==> src/rtl/handshake_master_arbiter_pkg.sv <==
// Shared encodings for the handshake master arbiter and slave controller.
// State codes and default payload width live here.
package handshake_master_arbiter_pkg;

  localparam int DATA_W = 3;

  typedef enum logic [1:0] {
    IDLE  = 2'b00,
    REQ   = 2'b01,
    SEND  = 2'b10,
    ABORT = 2'b11
  } state_t;

endpackage

==> src/rtl/handshake_master_arbiter_rr.sv <==
// Round-robin grant selector with its own last-grant pointer.
// Search starts one past the pointer so the last winner ranks lowest.
module rr_arbiter #(
  parameter int N = 4
) (
  input  logic                 clk,
  input  logic                 rst,
  input  logic [N-1:0]         req,
  input  logic                 gnt_en,
  output logic [N-1:0]         gnt,
  output logic [$clog2(N)-1:0] idx
);

  localparam int PW = $clog2(N);

  logic [PW-1:0] ptr;
  logic [PW:0]   sum;
  logic [PW-1:0] cand;
  logic          found;

  always_comb begin
    gnt   = '0;
    idx   = '0;
    sum   = '0;
    cand  = '0;
    found = 1'b0;
    for (int k = 1; k <= N; k++) begin
      sum = {1'b0, ptr} + (PW+1)'(k);
      if (sum >= (PW+1)'(N))
        sum = sum - (PW+1)'(N);
      cand = sum[PW-1:0];
      if (!found && req[cand]) begin
        found     = 1'b1;
        idx       = cand;
        gnt       = '0;
        gnt[cand] = 1'b1;
      end
    end
  end

  always_ff @(posedge clk) begin
    if (rst)
      ptr <= PW'(N-1);
    else if (gnt_en)
      ptr <= idx;
  end

endmodule

==> src/rtl/handshake_master_arbiter.sv <==
// Shares one handshake slave among N masters, round-robin,
// running request/ack/valid/ack on the granted master's behalf.
module handshake_master_arbiter
  import handshake_master_arbiter_pkg::*;
#(
  parameter int N       = 4,
  parameter int W       = DATA_W,
  parameter int TIMEOUT = 64,
  parameter int TW      = 7
) (
  input  logic         clk,
  input  logic         rst,
  input  logic [N-1:0] m_req,
  input  logic [N*W-1:0] m_data,
  output logic [N-1:0] m_gnt,
  output logic [N-1:0] m_done,
  output logic [N-1:0] m_err,
  output logic         request,
  input  logic         ack,
  input  logic         notice,
  output logic         valid,
  output logic [W-1:0] data,
  output logic         busy
);

  localparam int PW = $clog2(N);
  localparam logic [TW-1:0] LAST = TW'(TIMEOUT-1);

  state_t        state, state_d;
  logic [TW-1:0] cnt, cnt_d;
  logic          ack_d, ack_rise;

  logic [N-1:0]  gnt_d, done_d, err_d;
  logic          req_d, valid_d, busy_d;
  logic [W-1:0]  data_d;

  logic [N-1:0]  arb_gnt;
  logic [PW-1:0] arb_idx;
  logic          gnt_en;

  logic          unused_notice;
  assign unused_notice = notice;

  assign ack_rise = ack & ~ack_d;

  rr_arbiter #(.N(N)) u_arb (
    .clk    (clk),
    .rst    (rst),
    .req    (m_req),
    .gnt_en (gnt_en),
    .gnt    (arb_gnt),
    .idx    (arb_idx)
  );

  always_comb begin
    state_d = state;
    cnt_d   = cnt;
    gnt_d   = m_gnt;
    done_d  = '0;
    err_d   = '0;
    req_d   = request;
    valid_d = valid;
    data_d  = data;
    gnt_en  = 1'b0;
    unique case (state)
      IDLE: begin
        if (|m_req) begin
          gnt_en  = 1'b1;
          gnt_d   = arb_gnt;
          data_d  = m_data[int'(arb_idx)*W +: W];
          req_d   = 1'b1;
          state_d = REQ;
          cnt_d   = '0;
        end
      end
      REQ: begin
        if (ack) begin
          req_d   = 1'b0;
          valid_d = 1'b1;
          state_d = SEND;
          cnt_d   = '0;
        end else if (cnt == LAST) begin
          req_d   = 1'b0;
          err_d   = m_gnt;
          gnt_d   = '0;
          state_d = ABORT;
          cnt_d   = '0;
        end else begin
          cnt_d = cnt + TW'(1);
        end
      end
      SEND: begin
        // entry ack may still be the first-phase one; only a fresh edge completes
        if (ack_rise) begin
          valid_d = 1'b0;
          done_d  = m_gnt;
          gnt_d   = '0;
          state_d = IDLE;
          cnt_d   = '0;
        end else if (cnt == LAST) begin
          valid_d = 1'b0;
          err_d   = m_gnt;
          gnt_d   = '0;
          state_d = ABORT;
          cnt_d   = '0;
        end else begin
          cnt_d = cnt + TW'(1);
        end
      end
      ABORT: begin
        req_d   = 1'b0;
        valid_d = 1'b0;
        state_d = IDLE;
        cnt_d   = '0;
      end
      default: state_d = IDLE;
    endcase
    busy_d = (state_d != IDLE) | (|done_d) | (|err_d);
  end

  always_ff @(posedge clk) begin
    if (rst) begin
      state   <= IDLE;
      cnt     <= '0;
      ack_d   <= 1'b0;
      m_gnt   <= '0;
      m_done  <= '0;
      m_err   <= '0;
      request <= 1'b0;
      valid   <= 1'b0;
      data    <= '0;
      busy    <= 1'b0;
    end else begin
      state   <= state_d;
      cnt     <= cnt_d;
      ack_d   <= ack;
      m_gnt   <= gnt_d;
      m_done  <= done_d;
      m_err   <= err_d;
      request <= req_d;
      valid   <= valid_d;
      data    <= data_d;
      busy    <= busy_d;
    end
  end

endmodule

==> config.mk <==
export PLATFORM = sky130hd
export DESIGN_NAME = handshake_master_arbiter
export DESIGN_NICKNAME = d
export VERILOG_FILES = /design/src/rtl/handshake_master_arbiter_pkg.sv /design/src/rtl/handshake_master_arbiter_rr.sv /design/src/rtl/handshake_master_arbiter.sv
export SDC_FILE = /design/constraint.sdc
export NUM_CORES = 1
export LEC_CHECK = 0
export ABC_CLOCK_PERIOD_IN_PS = 5800
export BUFFER_PORTS_ARGS = -buffer_cell sky130_fd_sc_hd__buf_2
export CAP_MARGIN = 20
export CORE_MARGIN = 3
export CORE_UTILIZATION = 40
export DETAILED_ROUTE_END_ITERATION = 16
export SYNTH_ARGS = -nofsm -noshare
export SYNTH_HDL_FRONTEND = slang
export SYNTH_SLANG_ARGS = --single-unit
==> constraint.sdc <==
create_clock -name clk -period 5.8 [get_ports clk]
set_input_delay 0.58 -clock clk [delete_from_list [all_inputs] [get_ports clk]]
set_output_delay 0.58 -clock clk [all_outputs]
set_load 0.05 [all_outputs]
* Yosys cells after proc, flatten, opt, wreduce, memory -nomap -nowiden
Cells that the tools add are included.
W data, S select, Z words.
** Storage, ports and cells
- Flip-flop bits (word level) :: 30
- Input port bits :: 20
- Word-level logic and storage cells :: 130
** Operators by class
- Shift-type cells :: 1
- Reduce and logical (&&, ||, !) cells :: 22
- Eq/ne operators :: 9
- Muxes and demuxes :: 61
- $lt $le $gt $ge :: 12
- Add/sub/neg operators :: 9
- Multipliers :: 1
- Bitwise gates (word level) :: 4
** Operators with widths (count)
- $mux W4 :: 13
- $mux W7 :: 4
- $pmux W7 S4 :: 1
- $mux W2 :: 12
- $mux W1 :: 18
- $ge A3 B3 Y1 const B :: 4
- $lt A2 B3 Y1 const B :: 4
- $pmux W4 S3 :: 1
- $reduce_or A4 Y1 :: 3
- $shiftx A12 B5 Y3 :: 1
- $reduce_and A3 Y1 :: 3
- $reduce_bool A3 Y1 :: 3
- $bmux W1 S2 :: 4
- $demux W1 S2 :: 4
- $ge A2 B1 Y1 const B :: 4
- $pmux W2 S4 :: 1
- $pmux W4 S2 :: 1
- $sub A2 B1 Y2 const B :: 4
- $add A7 B1 Y7 const B :: 1
- $eq A7 B6 Y1 const B :: 1
- $logic_and A1 B1 Y1 :: 7
- $add A2 B2 Y3 const B :: 2
- $ne A2 B2 Y1 const B :: 3
- $ne A3 B3 Y1 const B :: 2
- 13 further kinds :: 18

* Longest topological paths before layout
Gate-level depths: netlist of the first run.
- Depth in word-level cells :: 17
- Mapped depth :: 9
- Gate-level depth less buffers :: 8

* Cells and area by module
A second synthesis of the first run with hierarchy kept.
** Second synthesis, totals
- Cell total of the unflattened synthesis :: 207
- Area total of the unflattened synthesis :: 1900.6 µm²
** Modules (own cells, without submodules)
- handshake_master_arbiter :: cells an instance 140, area an instance 1293.7 µm², times used 1
- rr_arbiter :: cells an instance 67, area an instance 606.8 µm², times used 1

* Worst setup path before layout of the first run
No wires, ideal clock.
- Kind :: reg-to-reg
- Start point :: register u_arb.ptr[0]
- End point :: register data[1]
- Clock period less this slack :: 3019 ps
- Cell stages (with the launch flop) :: 10
- Required time :: 5688 ps
- Arrival time :: 2907 ps
- Buffers on the path :: 1
- Setup slack :: 2781 ps
- Path through :: dfxtp_1 -> buf_2 -> inv_1 -> ha_1 -> mux4_2 -> nor2b_4 -> nor2_4 -> mux2i_4 -> mux2i_1 -> a2111oi_1
** On the way
- Longest elaborated chain between the ends :: 17
- Elaborated cells between the ends (all ways) :: 39
- Classes of those cells :: add/sub: 8; mul: 1; order compare: 4; shift: 1; mux: 19; reduce/logical: 6
** Ends and longest elaborated chain
- start: declaration :: line handshake_master_arbiter_rr.sv:16 : logic [PW-1:0] ptr;
- start signal: assignment :: line handshake_master_arbiter_rr.sv:43 : ptr <= PW'(N-1);
- start signal: assignment :: line handshake_master_arbiter_rr.sv:45 : ptr <= idx;
- $add A2 B1 Y3 :: line handshake_master_arbiter_rr.sv:28 : sum = {1'b0, ptr} + (PW+1)'(k);
- $ge A3 B3 Y1 / $sub A2 B1 Y2 (equally long branches) :: line handshake_master_arbiter_rr.sv:29, handshake_master_arbiter_rr.sv:30
- $mux W2 :: line handshake_master_arbiter_rr.sv:29 : if (sum >= (PW+1)'(N))
- $bmux W1 S2 :: line handshake_master_arbiter_rr.sv:32 : if (!found && req[cand]) begin
- $mux W1 (implied by the code) :: line handshake_master_arbiter_rr.sv:32
- $mux W1 :: line handshake_master_arbiter_rr.sv:32
- $logic_not A1 Y1 :: line handshake_master_arbiter_rr.sv:32
- $logic_and A1 B1 Y1 :: line handshake_master_arbiter_rr.sv:32
- $mux W1 :: line handshake_master_arbiter_rr.sv:32
- $logic_not A1 Y1 :: line handshake_master_arbiter_rr.sv:32
- $logic_and A1 B1 Y1 :: line handshake_master_arbiter_rr.sv:32
- $mux W1 :: line handshake_master_arbiter_rr.sv:32
- $logic_not A1 Y1 :: line handshake_master_arbiter_rr.sv:32
- $logic_and A1 B1 Y1 :: line handshake_master_arbiter_rr.sv:32
- $mux W2 (*) :: line handshake_master_arbiter_rr.sv:32
- $mul A2 B2 Y4 (*) :: line handshake_master_arbiter.sv:70 : data_d = m_data[int'(arb_idx)*W +: W];
- $shiftx A12 B5 Y3 (*) :: line handshake_master_arbiter.sv:70
- end signal: assignment :: line handshake_master_arbiter.sv:142 : data <= data_d;
- end: declaration :: line handshake_master_arbiter.sv:22 : output logic [W-1:0] data,
Mark *: on every way between the ends. The rest lies on a longest branch, timed or not. The select of a mux whose other input is x is not followed.
A chain may end at the register's enable or synchronous reset.

* Worst setup path after layout of the first run
- Start point :: register u_arb.ptr[1]
- End point :: register data[2]
Same word-level chain as after synthesis.

==> results of run 1 <==
## synth_stat cells, drive strengths merged
cell type / n
o21ai: 16
and2: 10
a31oi: 1
a211o: 4
nand4b: 1
a22o: 4
o211ai: 1
o22ai: 1
a221o: 1
nand4: 2
nor4b: 2
nor2b: 7
o311ai: 1
a311oi: 2
nand3: 3
o31a: 3
clkbuf: 8
a21o: 1
inv: 8
or3: 6
buf: 2
nand3b: 1
or3b: 1
nor2: 20
xor2: 2
a2111oi: 3
o31ai: 2
dfxtp: 30
nor4: 2
o41ai: 1
mux4: 4
nand2b: 4
a22oi: 8
mux2i: 6
nor3: 10
and3b: 1
o21bai: 1
or4: 3
nor4bb: 1
a21boi: 1
ha: 14
nand2: 11
mux2: 2
a21oi: 13
## routing by layer
| metal | up-vias | part of all wire, % |
|---|---|---|
| met4 | 0 | 1.1 |
| met5 | - | 0 |
| li1 | 909 | - |
| met3 | 5 | 4.5 |
| met2 | 43 | 44 |
| met1 | 797 | 50 |
## worst max-delay path, delay by kind of cell (launching register included)
family / cells / cell delay, ns
adders and majority gates: 1 / 0.48
muxes: 3 / 1.03
buffers and inverters: 1 / 0.23
DFF: 1 / 0.64
and+or+nand+nor: 2 / 0.40
AOI/OAI and AO/OA: 1 / 0.37
## worst max-delay path by stage
stage,to,from,depth (start not counted)
after global routing,data[2]$_SDFFE_PP0P_,u_arb.ptr[1]$_SDFFE_PP1P_,8
after CTS,data[2]$_SDFFE_PP0P_,u_arb.ptr[1]$_SDFFE_PP1P_,8
after detailed placement,data[2]$_SDFFE_PP0P_,u_arb.ptr[1]$_SDFFE_PP1P_,8
after global placement,data[2]$_SDFFE_PP0P_,u_arb.ptr[1]$_SDFFE_PP1P_,8
final,data[2]$_SDFFE_PP0P_,u_arb.ptr[1]$_SDFFE_PP1P_,8
after floorplan,data[1]$_SDFFE_PP0P_,u_arb.ptr[0]$_SDFFE_PP1P_,9
## final cells by class
class	count	area, µm²	area share, %
clock inverters	2	12.51	0.5405
well taps	67	83.83	3.622
inverters	8	30.03	1.297
clock buffers	6	82.58	3.568
flip-flops and latches	30	600.6	25.95
repair buffers	37	187.7	8.108
multi-input cells	177	1318	56.92
## logic make-up after synthesis
family / after synthesis
compound gates: 64
flops: 30
mux: 12
simple gates: 85
fa+ha+maj: 14
buf+inv: 18
xor+xnor: 2
## sequential cells by signal, summed over array words and instances, names as in the netlist
name,flops
m_done,4
u_arb.ptr,2
state,2
m_gnt,4
request,1
ack_d,1
busy,1
m_err,4
valid,1
cnt,7
data,3
## through the flow
stage | setup slack [ns] | std cells
floorplan | 2.781 | 225
global placement | 2.539 | 319
detailed placement | 2.509 | 319
CTS | 2.474 | 327
global route | 2.244 | 327
finish | 2.542 | 327
## power by group through the flow
stage	combinational [mW]	sequential, mW	clock [mW]
after floorplan	0.348	0.315	0
after global placement	0.493	0.260	0
after detailed placement	0.498	0.260	0
after CTS	0.499	0.256	0.178
after global routing	0.544	0.260	0.188
final	0.495	0.255	0.174
## layout by cell type (no fill, tap or decap), drive strengths merged, types with 2 or more instances in the layout
cell type   n
a2111oi     3
a211o       4
a21oi      13
a22o        4
a22oi       8
a311oi      2
and2       10
buf        37
clkbuf      6
dfxtp      30
ha         14
inv         8
mux2        2
mux2i       6
mux4        4
nand2      11
nand2b      4
nand3       3
nand4       2
nor2       20
nor2b       7
nor3       10
nor4        2
nor4b       2
o21ai      16
o31a        3
o31ai       2
or3         6
or4         3
xor2        2
==> metrics.md, run 1 <==
| Metric | Value |
|---|---|
| Avg Inst Size Synth | around 9 µm² |
| Hpwl dp | about 3200 µm |
| Area growth, synth to finish | 16.43% |
| Cell Pwr Density | approximately 400 mW/mm² |
| Min Tclk post-route | ~3.3 ns |
| Crit path max-delay cell type | dfxtp_1 |
| Die area | between 0.005 and 0.006 mm² |
| Complex-gate fraction of the synthesized area | ~22% |
| Post-synthesis mux area share | under 10% |
| Clock latency on the worst-skew pair | about 0.28 ns |
| Leak pwr | between 0.9 and 1 nW |
| Largest net degree at the start of global routing | 26 |
| Final #Nets | just under 300 |
| Mapped Area | a little under 0.002 mm² |
| Largest family of logic cells by synthesized area | simple AND/OR/NAND/NOR gates |
| Finished Cell Area | about 0.0023 mm² |
| CTS tree | yes |
| WHS Endpoint | request$_SDFFE_PP0P_ |
| Critical path fanouts, max | 13 |
| First-pass GRT wire length | about 7200 µm |
| Total GRT Usage | around 15% |
| Worst Reg-to-Reg Cells | 8 |
| Initial core utilization | 41.82% |
| Initial antenna violation count | 0 |
| CP Cell Sequence | inv_1, ha_1, mux4_2, nor2b_4, nor2_4, mux2i_4, mux2i_1, a2111oi_1 |
| IO Port Bufs | 36 |
| Final period util | 56.17% |
| R2r endpoint | data[2]$_SDFFE_PP0P_ |
| Drt total wl | about 4400 µm |
| Cts hold-fix bufs | 0 |
| Clk network pwr share | between 10% and 20% |
| Hold Path Class | register to register |
| Syn_nets | ~260 |
| Int Power | 0.5202 mW |
| M2 GR Usage | between 20% and 30% |
| Crit path launch type | register |
| GR Util met3 | around 3.4% |
| Met1 Use GR | a little over a fifth |
| Setup slack, reg-to-reg | about 2.5 ns |
| Seq pwr share | 27.6% |
| N_diodes | 0 |
| Vias per std cell | around 5.4 |
| DIE WIDTH | between 70 and 80 µm |
| H-tree levels | 2 |
| DRC | 0 |
| Gpl congestion | approximately 0.8 |
| Syn Inst Count | 225 |
| Core area | between 0.004 and 0.005 mm² |
| Comb power frac | 53.6% |
| # setup viols final | 0 |
| Via count | ~1800 |
| Endpoint type of the worst setup path | register |
| Post-CTS setup buffers | 0 |
| Post-DRT Antenna Nets | 0 |
| Top cell type's share of synthesized area | a little under a third |
| Post-Synth Simple-Gate Area | 24.98% |
| Fmax | just over 300 MHz |
| Fill cell count | 480 |
| VDD IR max | roughly 0.20 mV |
| CTS Buffer Depth | 2 |
| Area after DPL | between 0.002 and 0.0025 mm² |
| Clock Skews | ~0.0035 ns |
| Hold WS | around 0.47 ns |
| Max cap viols | 0 |
| Share of layout cells above drive strength 1 | 21.92% |
| Worst-Margin Slew | approximately 0.74 ns |
| I/O Pins | 38 |
| Worst Hold Depth | 2 |
| Pins Over Slew Limit | 0 |
| Resized cells post-CTS | 0 |
| R2R Path Start | u_arb.ptr[1]$_SDFFE_PP1P_ |
| WL per Instance | 13.36 µm |
| Clk Tree Root Cell | clkbuf_8 |
| Switching pwr | ~0.40 mW |
| Global route overflow | 0 |
| Seq/Total Area, Yosys | 30.21% |
| YS warnings | 0 |
| Die H | between 70 and 80 µm |
| Drt first pass iters | 4 |
| Seq cells post-synth | 30 |
| Critical path data required time | just under 6 ns |
| Sw frac | 43.70% |
| Adder-Cell Fraction of Synth Area | between 8 and 9% |
| Worst slew margin | about 50% |
| Synth area leader | dfxtp_1 |
| Number of global-route vias before repair | about 1500 |
| CTS clk-pin slew, worst paths | around 0.07 ns |
| CTS sink count | 30 |
| Row cnt | 25 |
| GRT Max-Usage Layer | met2 |
| CP max stage delay | about 0.64 ns |
| Setup Crit Path Kind | register to register |
| Final Hold Viols | 0 |
| Core Util, Final | 48.68% |
| Total negative slack | 0 ns |
| XOR/XNOR Fraction of Synth Area | 0.8811% |
| Status | complete, no violations |
| Arr. time, crit path | around 3.4 ns |
| Hold Startpoint | request$_SDFFE_PP0P_ |
| Post-synth cell types | 52 |
| Initial DRC Count | 65 |
| Ranking of synthesized cells by area | dfxtp_1 (30%), ha_1 (8.8%), o21ai_0 (4.0%) |
| CTS buffer count | 5 |
| Tot Pwr | ~0.9 mW |
| RSZ-0062 raised after global routing | no |
(Power assumes the default switching activity.)
==> inputs of run 2 (changes only) <==
ABC_CLOCK_PERIOD_IN_PS = 2800   (was 5800)
clock period = 2.8 ns   (was 5.8 ns; I/O delays follow)
==> run 2 against run 1 <==
- worst hold slack got worse by 0.16 ns
- sequential power rose by 100%
- flip-flop and latch count did not move
- fmax rose by 23%
- routed wire length rose by 3.6%
- clock skew rose by 0.0028 ns
- sequential share of layout area fell by 0.55 points
- first-iteration DRC count rose by 1.5%
- clock power rose by 110%
- critical path type unchanged
- critical endpoint unchanged
- highest routed layer unchanged
==> metrics.md, run 2 (synthesized netlist as in run 1, its figures left out) <==
| Metric | Value |
|---|---|
| Endpoint type of the worst setup path | register |
| CTS clk-pin slew, worst paths | 0.07 ns (about the same) |
| Clock latency on the worst-skew pair | 0.27 ns (about the same) |
| Crit path max-delay cell type | mux4_2 |
| Post-CTS setup buffers | 0 (unchanged) |
| Leak pwr | 0.9787 nW (+1.6%) |
| Via count | 1766 (+0.68%) |
| CTS Buffer Depth | 2 (unchanged) |
| Hold WS | 0.3109 ns (-0.1558 ns) |
| I/O Pins | 38 (unchanged) |
| CTS sink count | 30 (unchanged) |
| Final worst-path setup slack | 0.1492 ns (-2.393 ns) |
| IO Port Bufs | 36 (unchanged) |
| Post-DRT Antenna Nets | 0 (unchanged) |
| # setup viols final | 0 (unchanged) |
| Setup Crit Path Kind | register to register |
| H-tree levels | 2 (unchanged) |
| Largest net degree at the start of global routing | 26 (unchanged) |
| CP Buf/Inv Count | 1 (unchanged) |
| Min Tclk post-route | 2.651 ns (-0.6070 ns) |
| Resized cells post-CTS | 0 (unchanged) |
| Number of global-route vias before repair | 1649 (+9.4%) |
| Clock Skews | 0.006367 ns (+0.002847 ns) |
| Layout Cells excl Fill | 332 (+1.5%) |
| Core Util, Final | 49.84% (+1.2 points) |
| Critical path fanouts, max | 8 (-5) |
| Die area | 0.005852 mm² (unchanged) |
| Pins Over Slew Limit | 0 (unchanged) |
| Global route overflow | 0 (unchanged) |
| Total GRT Usage | 16.04% (+1.1 points) |
| Commonest non-fill, non-tap cell in the layout | buf_2 |
| Final period util | 94.67% (+39 points) |
| Hpwl dp | 3408 µm (+5.2%) |
| WL per Instance | 13.63 µm (+2.0%) |
| Die H | 76.50 µm (unchanged) |
| First-pass GRT wire length | 7783 µm (+7.7%) |
| RSZ-0062 raised after global routing | no |
| Worst slew margin | 52.56% (+2.7 points) |
| Most frequent cells in the layout | buf_2 (36), dfxtp_1 (29), nor2_1 (19) |
| Pre-CTS WS | 0.1359 ns (-2.373 ns) |
| Fmax | 377.3 MHz (+23%) |
| Drt first pass iters | 4 (unchanged) |
| Final #Nets | 298 (+1.7%) |
| Initial antenna violation count | 0 (unchanged) |
| Clk Tree Root Cell | clkbuf_8 |
| Arr. time, crit path | 2.81 ns (-0.61 ns) |
| Hold Path Class | input port to register |
| CP max stage delay | 0.58 ns (-0.06 ns) |
| Placed cells | 324 (+1.6%) |
| Top reg by flops | cnt |
| Max reg flops | 7 (unchanged) |
| Share of layout cells above drive strength 1 | 24.53% (+2.6 points) |
| Status | complete, no violations |
| N_diodes | 0 (unchanged) |
| Max cap viols | 0 (unchanged) |
| CP delay by family, top | multiplexers |
| Gpl congestion | 0.7835 (-3.8%) |
| Total negative slack | 0 ns (unchanged) |
| CTS buffer count | 5 (unchanged) |
| Worst-Margin Slew | 0.7017 ns (-0.04034 ns) |
| CTS tree | yes |
| DIE WIDTH | 76.50 µm (unchanged) |
| Crit path launch type | register |
| Initial core utilization | 41.82% (unchanged) |
| Row cnt | 25 (unchanged) |
| Vias per std cell | 5.319 (-0.83%) |
| Area growth, synth to finish | 19.19% |
| DRC | 0 (unchanged) |
| VDD IR max | 0.4663 mV (+130%) |
| Critical path data required time | 2.96 ns (-3.01 ns) |
| Initial DRC Count | 66 (+1.5%) |
| CP Cell Sequence | clkinvlp_4, ha_4, mux4_2, nor2b_4, nor2_4, mux2i_4, mux2i_1, a2111oi_1 |
| Cts hold-fix bufs | 0 (unchanged) |
| Core area | 0.004755 mm² (unchanged) |
| Drt total wl | 4524 µm (+3.6%) |
| Final Hold Viols | 0 (unchanged) |
| Cell Pwr Density | 840.0 mW/mm² (+110%) |
==> run 2: metal layers <==
| metal | GRT usage, % | up-vias | part of all wire [%] | routed length [µm] |
|---|---|---|---|---|
| met2 | 25.48 | 54 | 45 | 2056 |
| met1 | 21.67 | 790 | 47 | 2140 |
| met4 | 5.254 | 0 | 1.1 | 50 |
| li1 | - | 918 | - | - |
| met5 | 0 | - | 0 | 0 |
| met3 | 3.310 | 4 | 6.1 | 277 |
==> run 2: worst paths after layout <==
check	cells after the start	slack, ns	from	to
setup reg to reg	8	0.15	u_arb.ptr[0]$_SDFFE_PP1P_	data[2]$_SDFFE_PP0P_
hold / removal	2	0.31	ack	ack_d$_SDFF_PP0_
hold reg to reg	2	0.47	request$_SDFFE_PP0P_	request$_SDFFE_PP0P_
setup / recovery	8	0.15	u_arb.ptr[0]$_SDFFE_PP1P_	data[2]$_SDFFE_PP0P_
==> run 2: stage by stage <==
step	instance area [µm²]	total power, mW
2_1_floorplan	2013	1.406
3_3_place_gp	2275	1.631
3_5_place_dp	2275	1.643
4_1_cts	2370	2.005
5_1_grt	2370	2.140
6_report	2370	1.991
==> run 2: report_power, final <==
group / switching [mW] / internal (mW) / leakage (nW)
logic: 0.664 / 0.455 / 0.687
registers: 0.0343 / 0.478 / 0.245
clock network: 0.162 / 0.197 / 0.0472
total: 0.860 / 1.13 / 0.979
==> run 2: final cells by class <==
type	count	area [µm²]
repair buffers	42	225.2
flip-flops and latches	30	601.8
multi-input cells	177	1330
well taps	67	83.83
clock buffers	6	82.58
clock inverters	2	12.51
fillers	476	2385
inverters	8	33.78
==> inputs of run 3 (changes only) <==
CTS_BUF_LIST = sky130_fd_sc_hd__clkbuf_4   (was default)
==> run 3 against run 2 <==
- cell count stayed put
- power fell by 5.7%
- flip-flop and latch count is the same
- first-iteration DRC count down 7.6%
- critical endpoint unchanged
- die area stayed put
- clock skew up 0.00070 ns
- non-clock buffer count is the same
- fmax down 0.34%
- global-route usage is essentially flat
- utilization fell by 0.87 points
==> metrics.md, run 3 (synthesized netlist as in run 1, its figures left out) <==
| Metric | Value |
|---|---|
| Most frequent cells in the layout | buf_2 (36), dfxtp_1 (29), nor2_1 (19) |
| CTS buffer count | 5 (unchanged) |
| DIE WIDTH | 76.50 µm (unchanged) |
| Reg area | 601.8 µm² (unchanged) |
| Post-CTS setup buffers | 0 (unchanged) |
| Crit path max-delay cell type | mux4_2 |
| Sw frac | 45.38% (+2.2 points) |
| Critical path origin | u_arb.ptr[0]$_SDFFE_PP1P_ |
| CTS Buffer Depth | 2 (unchanged) |
| Critical path fanouts, max | 8 (unchanged) |
| Int Power | 1.026 mW (-9.2%) |
| CP max stage delay | 0.58 ns (about the same) |
| Multi-input gate area | 0.001330 mm² (unchanged) |
| # setup viols final | 0 (unchanged) |
| DRC | 0 (unchanged) |
| Fmax | 376.0 MHz (-0.34%) |
| Crit path launch type | register |
| Seq pwr share | 27.3% (+1.5 points) |
| Pins Over Slew Limit | 0 (unchanged) |
| Cell Pwr Density | 806.6 mW/mm² (-4.0%) |
| Comb power frac | 59.5% (+3.3 points) |
| Worst slew margin | 52.60% (about the same) |
| Hold Startpoint | ack |
| Vias per std cell | 5.413 (+1.8%) |
| Total GRT Usage | 16.07% (+0.029 points) |
| Clk network pwr share | 13.2% (-4.9 points) |
| Fill cell count | 489 (+2.7%) |
| Arr. time, crit path | 2.88 ns (+0.07 ns) |
| Total negative slack | 0 ns (unchanged) |
| Clock Skews | 0.007066 ns (+0.0006994 ns) |
| N_diodes | 0 (unchanged) |
| Tot Pwr | 1.878 mW (-5.7%) |
| Hpwl dp | 3408 µm (unchanged) |
| Status | complete, no violations |
| Switching pwr | 0.8523 mW (-0.94%) |
| Hold Path Class | input port to register |
| CP Cell Sequence | clkinvlp_4, ha_4, mux4_2, nor2b_4, nor2_4, mux2i_4, mux2i_1, a2111oi_1 |
| Final period util | 94.99% (+0.32 points) |
| Largest net degree at the start of global routing | 26 (unchanged) |
| Resized cells post-CTS | 0 (unchanged) |
| Critical path data required time | 3.02 ns (+0.06 ns) |
| Via count | 1797 (+1.8%) |
| H-tree levels | 2 (unchanged) |
| Cts hold-fix bufs | 0 (unchanged) |
| VDD IR max | 0.4664 mV (about the same) |
| Clk Tree Root Cell | clkbuf_4 |
| Setup Crit Path Kind | register to register |
| Share of layout cells above drive strength 1 | 24.15% (-0.38 points) |
| RSZ-0062 raised after global routing | no |
| WL per Instance | 13.54 µm (-0.62%) |
| CTS sink count | 30 (unchanged) |
| Number of global-route vias before repair | 1647 (-0.12%) |
| Min Tclk post-route | 2.660 ns (+0.009046 ns) |
| Area growth, synth to finish | 17.12% |
| CTS clk-pin slew, worst paths | 0.10 ns (+0.03 ns) |
| Core area | 0.004755 mm² (unchanged) |
| Final #Nets | 298 (unchanged) |
| Post-DRT Antenna Nets | 0 (unchanged) |
| Initial antenna violation count | 0 (unchanged) |
| CTS tree | yes |
| Endpoint type of the worst setup path | register |
| R2R Path Start | u_arb.ptr[0]$_SDFFE_PP1P_ |
| Clock latency on the worst-skew pair | 0.33 ns (+0.06 ns) |
| Worst-Margin Slew | 0.7011 ns (-0.0006148 ns) |
| Commonest non-fill, non-tap cell in the layout | buf_2 |
| Drt total wl | 4496 µm (-0.62%) |
| Die area | 0.005852 mm² (unchanged) |
| Die H | 76.50 µm (unchanged) |
| I/O Pins | 38 (unchanged) |
| Row cnt | 25 (unchanged) |
| Initial core utilization | 41.82% (unchanged) |
| First-pass GRT wire length | 7755 µm (-0.36%) |
| Final Hold Viols | 0 (unchanged) |
| Max reg flops | 7 (unchanged) |
| Top reg by flops | cnt |
| Max cap viols | 0 (unchanged) |
| IO Port Bufs | 36 (unchanged) |
| Leak pwr | 0.9601 nW (-1.9%) |
| Global route overflow | 0 (unchanged) |
| Initial DRC Count | 61 (-7.6%) |
| Drt first pass iters | 4 (unchanged) |
| Setup slack, reg-to-reg | 0.14 ns (about the same) |
| Gpl congestion | 0.7835 (unchanged) |
-- run 3: through the flow --
step	utilization, %	area [µm²]	cells	setup slack [ns]	hold slack, ns
floorplan	-	2013	225	0.01316	0.4082
global placement	47.84	2275	324	0.2087	0.4563
detailed placement	47.84	2275	324	0.1359	0.4635
CTS	48.97	2328	332	0.1221	0.2373
global route	48.97	2328	332	0.01242	0.2393
finish	48.97	2328	332	0.1402	0.2497
-- run 3: worst paths after layout --
check | cells after the start | endpoint
worst max-delay path | 8 | data[2]$_SDFFE_PP0P_
worst min-delay path | 2 | ack_d$_SDFF_PP0_
worst max register to register | 8 | data[2]$_SDFFE_PP0P_
worst min register to register | 2 | request$_SDFFE_PP0P_
-- run 3: area by class of cell --
cell class	count	area share, %
Multi-Input combinational cell	177	57.12
Sequential cell	30	25.85
Inverter	8	1.451
Timing Repair Buffer	42	9.672
Tap cell	67	3.600
Clock inverter	3	0.6986
Clock buffer	5	1.612
-- run 3: worst max-delay path, delay by kind of cell (launching register included) --
family                     cells  cell delay, ns
muxes                          3            1.01
DFF                            1            0.36
AOI/OAI and AO/OA              1            0.38
adders and majority gates      1            0.32
buffers and inverters          1            0.10
and+or+nand+nor                2            0.39
-- run 3: power groups by stage --
stage	Clock, mW	Combinational, mW	Sequential (mW)
2_1_floorplan	0	0.751	0.655
3_3_place_gp	0	1.11	0.523
3_5_place_dp	0	1.12	0.523
4_1_cts	0.257	1.12	0.513
5_1_grt	0.275	1.23	0.521
6_report	0.249	1.12	0.512
-- run 3: metal layers --
| metal | GRT usage [%] | wire, µm |
|---|---|---|
| met1 | 21.47 | 2117 |
| met2 | 25.31 | 2035 |
| met3 | 3.310 | 255 |
| met4 | 6.341 | 87 |
| met5 | 0 | 0 |
